$ cat config.mk
export PLATFORM = sky130hd
export DESIGN_NAME = ca_code_epl_gen
export DESIGN_NICKNAME = d
export VERILOG_FILES = /design/src/rtl/ca_code_pkg.sv /design/src/rtl/ca_lfsr_pair.sv /design/src/rtl/ca_code_epl_gen.sv
export SDC_FILE = /design/constraint.sdc
export NUM_CORES = 1
export LEC_CHECK = 0
export ABC_AREA = 0
export BUFFER_PORTS_ARGS = -buffer_cell sky130_fd_sc_hd__buf_2
export CORE_ASPECT_RATIO = 1.4
export CORE_MARGIN = 8
export CORE_UTILIZATION = 30
export CTS_BUF_LIST = sky130_fd_sc_hd__clkbuf_16
export CTS_CLUSTER_SIZE = 16
export DETAILED_ROUTE_END_ITERATION = 10
export HOLD_SLACK_MARGIN = 0.08
export PLACE_DENSITY = 0.52
export SLEW_MARGIN = 10
export SYNTH_ARGS = -nofsm -noshare
export SYNTH_HDL_FRONTEND = slang
export SYNTH_SLANG_ARGS = --single-unit
$ cat constraint.sdc
create_clock -name clk -period 2.1 [get_ports clk]
set_input_delay 0.63 -clock clk [delete_from_list [all_inputs] [get_ports clk]]
set_output_delay 0.63 -clock clk [all_outputs]
set_load 0.02 [all_outputs]
$ cat src/rtl/ca_code_pkg.sv
// Shared constants, types and the PRN tap lookup for the GPS C/A code generator.
package ca_code_pkg;

   localparam int unsigned CA_LEN = 1023;
   localparam logic [10:1] LfsrInit = 10'h3ff;

   typedef struct packed {
      logic       valid;
      logic [3:0] a;
      logic [3:0] b;
   } tap_pair_t;

   typedef enum logic {StIdle, StSlew} slew_state_e;

   // G2 output taps (stage numbers a,b) per PRN; invalid PRNs point both taps at
   // stage 1 so the index is always in range, and the chip is masked via valid.
   function automatic tap_pair_t prn_taps(input logic [5:0] prn);
      tap_pair_t  t;
      logic [7:0] ab;
      t.valid = 1'b1;
      case (prn)
         6'd1:    ab = 8'h26;
         6'd2:    ab = 8'h37;
         6'd3:    ab = 8'h48;
         6'd4:    ab = 8'h59;
         6'd5:    ab = 8'h19;
         6'd6:    ab = 8'h2a;
         6'd7:    ab = 8'h18;
         6'd8:    ab = 8'h29;
         6'd9:    ab = 8'h3a;
         6'd10:   ab = 8'h23;
         6'd11:   ab = 8'h34;
         6'd12:   ab = 8'h56;
         6'd13:   ab = 8'h67;
         6'd14:   ab = 8'h78;
         6'd15:   ab = 8'h89;
         6'd16:   ab = 8'h9a;
         6'd17:   ab = 8'h14;
         6'd18:   ab = 8'h25;
         6'd19:   ab = 8'h36;
         6'd20:   ab = 8'h47;
         6'd21:   ab = 8'h58;
         6'd22:   ab = 8'h69;
         6'd23:   ab = 8'h13;
         6'd24:   ab = 8'h46;
         6'd25:   ab = 8'h57;
         6'd26:   ab = 8'h68;
         6'd27:   ab = 8'h79;
         6'd28:   ab = 8'h8a;
         6'd29:   ab = 8'h16;
         6'd30:   ab = 8'h27;
         6'd31:   ab = 8'h38;
         6'd32:   ab = 8'h49;
         6'd33:   ab = 8'h5a;
         6'd34:   ab = 8'h4a;
         6'd35:   ab = 8'h17;
         6'd36:   ab = 8'h28;
         6'd37:   ab = 8'h4a;
         default: begin
            ab      = 8'h11;
            t.valid = 1'b0;
         end
      endcase
      t.a = ab[7:4];
      t.b = ab[3:0];
      return t;
   endfunction

endpackage

$ cat src/rtl/ca_lfsr_pair.sv
// G1/G2 LFSR pair with a modulo-1023 phase counter; chip is combinational from state.
module ca_lfsr_pair
   import ca_code_pkg::*;
(
   input  logic       clk,
   input  logic       rst,
   input  logic       advance,
   input  logic       reload,
   input  tap_pair_t  taps,
   output logic       chip,
   output logic [9:0] phase
);

   logic [10:1] g1_q, g1_d;
   logic [10:1] g2_q, g2_d;
   logic [9:0]  phase_q, phase_d;
   logic        g1_fb, g2_fb;

   always_comb begin
      g1_fb   = g1_q[3] ^ g1_q[10];
      g2_fb   = ^{g2_q[2], g2_q[3], g2_q[6], g2_q[8], g2_q[9], g2_q[10]};
      g1_d    = g1_q;
      g2_d    = g2_q;
      phase_d = phase_q;
      if (reload) begin
         g1_d    = LfsrInit;
         g2_d    = LfsrInit;
         phase_d = '0;
      end else if (advance) begin
         g1_d    = {g1_q[9:1], g1_fb};
         g2_d    = {g2_q[9:1], g2_fb};
         phase_d = (phase_q == 10'(CA_LEN - 1)) ? '0 : phase_q + 10'd1;
      end
   end

   always_ff @(posedge clk) begin
      if (rst) begin
         g1_q    <= LfsrInit;
         g2_q    <= LfsrInit;
         phase_q <= '0;
      end else begin
         g1_q    <= g1_d;
         g2_q    <= g2_d;
         phase_q <= phase_d;
      end
   end

   assign chip  = taps.valid & (g1_q[10] ^ g2_q[taps.a] ^ g2_q[taps.b]);
   assign phase = phase_q;

endmodule

$ cat src/rtl/ca_code_epl_gen.sv
// GPS C/A code generator with slew control and early/prompt/late taps.
// Define CACODE_EPL_EN for the delay line and early/late outputs; otherwise only prompt is live.
module ca_code_epl_gen
   import ca_code_pkg::*;
#(
   parameter int unsigned SPACING = 1
) (
   input  logic       clk,
   input  logic       rst,
   input  logic [5:0] prn_num,
   input  logic       prn_load,
   input  logic       enb,
   input  logic       slew_en,
   input  logic [9:0] slew_chips,
   output logic       early,
   output logic       prompt,
   output logic       late,
   output logic [9:0] code_phase,
   output logic       epoch,
   output logic       busy,
   output logic       prn_valid
);

   logic [5:0]  prn_q;
   slew_state_e state_q, state_d;
   logic [9:0]  slew_cnt_q, slew_cnt_d;
   logic        advance, reload, chip, epoch_q, slew_ok;
   logic [9:0]  phase;
   tap_pair_t   taps;

   assign taps    = prn_taps(prn_q);
   assign slew_ok = (slew_chips != '0) && (slew_chips != 10'(CA_LEN));

   ca_lfsr_pair u_lfsr_pair (
      .clk     (clk),
      .rst     (rst),
      .advance (advance),
      .reload  (reload),
      .taps    (taps),
      .chip    (chip),
      .phase   (phase)
   );

   // prn_load outranks the slew step, which outranks enb; enb is dead while slewing.
   always_comb begin
      state_d    = state_q;
      slew_cnt_d = slew_cnt_q;
      advance    = 1'b0;
      reload     = 1'b0;
      if (prn_load) begin
         reload     = 1'b1;
         state_d    = StIdle;
         slew_cnt_d = '0;
      end else begin
         unique case (state_q)
            StIdle: begin
               advance = enb;
               if (slew_en && slew_ok) begin
                  state_d    = StSlew;
                  slew_cnt_d = slew_chips;
               end
            end
            StSlew: begin
               advance    = 1'b1;
               slew_cnt_d = slew_cnt_q - 10'd1;
               if (slew_cnt_q == 10'd1) begin
                  state_d = StIdle;
               end
            end
            default: state_d = StIdle;
         endcase
      end
   end

   always_ff @(posedge clk) begin
      if (rst) begin
         prn_q      <= '0;
         state_q    <= StIdle;
         slew_cnt_q <= '0;
         epoch_q    <= 1'b0;
      end else begin
         if (prn_load) begin
            prn_q <= prn_num;
         end
         state_q    <= state_d;
         slew_cnt_q <= slew_cnt_d;
         epoch_q    <= advance && (phase == 10'(CA_LEN - 1));
      end
   end

`ifdef CACODE_EPL_EN
   localparam int unsigned DlLen = 2 * SPACING;

   // dl_q[k] holds the chip at code_phase-1-k; cleared so taps read 0 until filled.
   logic [DlLen-1:0] dl_q;
   logic             early_q, prompt_q, late_q;

   always_ff @(posedge clk) begin
      if (rst) begin
         dl_q     <= '0;
         early_q  <= 1'b0;
         prompt_q <= 1'b0;
         late_q   <= 1'b0;
      end else begin
         early_q  <= chip;
         prompt_q <= dl_q[SPACING-1];
         late_q   <= dl_q[DlLen-1];
         if (reload) begin
            dl_q <= '0;
         end else if (advance) begin
            dl_q <= {dl_q[DlLen-2:0], chip};
         end
      end
   end

   assign early  = early_q;
   assign prompt = prompt_q;
   assign late   = late_q;
`else
   logic       prompt_q;
   logic [2:0] unused_spacing;

   assign unused_spacing = 3'(SPACING);

   always_ff @(posedge clk) begin
      if (rst) begin
         prompt_q <= 1'b0;
      end else begin
         prompt_q <= chip;
      end
   end

   assign early  = 1'b0;
   assign prompt = prompt_q;
   assign late   = 1'b0;
`endif

   assign code_phase = phase;
   assign epoch      = epoch_q;
   assign busy       = (state_q == StSlew);
   assign prn_valid  = taps.valid;

endmodule

==> metrics.txt <==
WL per Instance=14.9 um; clk_lat worst skew=about 0.3 ns; number of global-route vias before repair=around 3300; diode count=0; Sw Share=between 20% and 30%; top cells by count, synth=49 x dfxtp_1, 48 x nand2_1, 48 x nor2_1, 27 x nand3_1, 19 x a21oi_1; Leak=~0.0018 uW; row count=44; peak supply drop=around 0.49 mV; Via-to-Cell Ratio=approximately 5; Placed Cells=roughly 620; CTS tree=built; synthesized area per cell=between 7 and 8 um2; synth top area cells=dfxtp_1 32%, nand2_1 5.8%, nor2_1 5.8%, nand3_1 4.4%, mux2i_1 3.6%; layout cells sized above 1=32.2%; Die W=102 um; top-count cell post-synth=dfxtp_1; cell-internal power=between 1500 and 2000 uW; die area=approximately 0.014 mm2; Nets=a little over 500; WP data arrival=2.46 ns; Yosys warnings=0; Final Hold Vio Count=0; Logic pwr share=between 20% and 30%; initial antenna violation count=0; Cell Chain, Critical Path=buf_2 > or2_4 > o21a_1 > o221ai_4 > mux2i_1 > o22ai_1 > nor4_2 > xnor2_1 > xnor2_1 > nor3b_2; Fin Clk Skew=approximately 0.0076 ns; Slew @ Worst Pin=0.552 ns; hold slack=0.472 ns; required time of the critical path=2.28 ns; violated checks=setup timing; hpwl dp=around 7000 um; RSZ-0062 raised after global routing=true; status=complete, but fails checks; Total GRT Usage=roughly 14%; Synth-to-Final Area Change=36.9%; Synth cell types=65; most used flip-flop cell after synthesis=dfxtp_1; first-pass GRT wire length=between 15000 and 20000 um; number of enable flip-flop cells after synthesis=0; Post-Syn Area=around 0.0031 mm2; Core Footprint=roughly 0.010 mm2; WHS Path Cells=2; register area share after synthesis=31.7%; grt ovf=0; DR pass1 iterations=4; FILL cells=1049; Routed Wire Length=9440 um; Flop pwr share=38.2%; post-synth top area share=around a third; Crit-path slowest cell=dfxtp_4; total power=around 2700 uW; Synth Register Bits=a little under 50; crit-path max cell delay=~0.37 ns; Setup WS pre-CTS=-0.295 ns; Slew Limit Fails=0; vias=about 3200; TritonCTS buffer count=5; PortBufs=34; max-cap viol count=0; Psw=between 700 and 800 uW; Final WS setup=-0.173 ns; Initial Util=between 30% and 40%; CTS Root Buffer Type=clkbuf_16; Worst path most repeated cell=xnor2_1; Peak Freq=between 400 and 500 MHz; PwrDens=between 600 and 700 mW/mm2; initial DRC count=roughly 120; crit path kind=reg -> reg; worst hold path type=reg -> reg; cell taking the most area after synthesis=dfxtp_1; Post-Synthesis Cells=400; RD Place Congestion=0.892; setup total negative slack=-0.173 ns; clock transition at the registers of the reported paths=0.07 ns; Non-Filler Instances=~630; Worst setup SP type=register; Async SR Flop Fraction=0%; antenna-violating nets left=0; Clock Sink Count=49; largest net degree at the start of global routing=22; Rel. slew slack=a little over three fifths; Remaining DRCs=0; crit-path max FO=8; Worst setup EP type=register; H-Tree Depth=2; CTS Buffer Depth=2; Setup Viol. Count Final=1; final period utilization=108%; Register-to-Register Path Depth=10; # IOs=37; clock power share=a little over a third; Die Ht=about 140 um; fin crit period=about 2.3 ns
==> stage by stage <==
stage	area, um2	util, %
2_1_floorplan	3140	-
3_3_place_gp	3870	38.0
3_5_place_dp	3870	38.0
4_1_cts	4110	40.3
5_1_grt	4240	41.6
6_report	4240	41.6
==> sequential cells by signal, indices dropped and copies added (netlist names) <==
signal,flops
busy,1
epoch,1
slew_cnt_q,10
u_lfsr_pair.g1_q,10
u_lfsr_pair.g2_q,10
prompt,1
u_lfsr_pair.phase,10
prn_q,6
==> cells by family (layout without fill, tap and decap cells) <==
kind of cell               after synthesis  after routing  share of synthesized area [%]
and+or+nand+nor                        189            189                           30.5
buffers and inverters                   38            131                           5.70
AOI/OAI and AO/OA                       88             88                           21.0
adders and majority gates                4              4                           1.62
DFF                                     49             49                           31.7
muxes                                   12             12                           3.92
xor gates and xnor gates                19             19                           5.38
other                                    1              2                          0.121
==> layer usage <==
metal	vias up	part of all wire, %	global-route usage [%]
met3	17	2.8	2.61
met5	-	0	0
li1	1611	-	-
met4	0	2.9	5.90
met2	55	53	26.9
met1	1528	41	14.7
==> worst paths after layout <==
path,startpoint,endpoint,slack (ns)
hold / removal,slew_cnt_q[9],slew_cnt_q[9],0.47
hold reg to reg,slew_cnt_q[9],slew_cnt_q[9],0.47
setup reg to reg,prn_q[0],prompt,-0.17
setup / recovery,prn_q[0],prompt,-0.17
==> final cells by class <==
class                           instances  area [um2]  area share [%]
Timing Repair Buffer                  112         795            18.8
Multi-Input combinational cell        314        2060            48.6
Inverter                               11        41.3           0.975
Sequential cell                        49        1000            23.6
Tap cell                              138         173            4.08
Clock buffer                            5         125            2.95
Clock inverter                          3        42.5            1.00
==> worst max-delay path: cells and delay by family (launching register included) <==
kind            cells  cell delay [ns]
compound gates      3             0.50
xor+xnor            2             0.33
buf+inv             1             0.16
flops               1             0.37
mux                 1             0.28
simple gates        3             0.52
==> what timing repair did <==
action                                  4_1_cts  5_1_grt
cloned                                        0        1
endpoints found under the setup margin        2       10
resized for setup                            21       18
hold buffers                                  0        0
pin swaps                                     5       15
setup buffers                                 1        6
==> placed cells by master (no fill, tap or decap), types with 4 or more instances in the layout <==
cell type,netlist,final
nand3_1,27,27
inv_1,11,12
dfxtp_4,0,5
o22ai_1,4,4
xor2_1,9,9
o21ai_0,10,6
mux2i_1,11,11
clkbuf_16,0,6
xnor2_1,10,10
nand2_1,48,47
o21a_1,5,5
nand2b_1,9,9
a22oi_1,6,5
a32oi_1,7,5
o211ai_1,9,9
a21oi_1,19,18
nand4_1,8,8
buf_2,8,33
nor2b_1,7,5
and2_1,5,5
buf_4,4,74
dfxtp_1,49,43
nor2_1,48,44
ha_1,4,4
nor3_1,7,6
==> power groups by stage <==
stage	Clock [uW]	Sequential, uW	Combinational [uW]
CTS	957	1020	688
detailed placement	0	1040	667
floorplan	0	1030	425
global route	985	1020	790
finish	929	1020	715
global placement	0	1030	660
No activity file was read; power rests on OpenSTA's default activity.
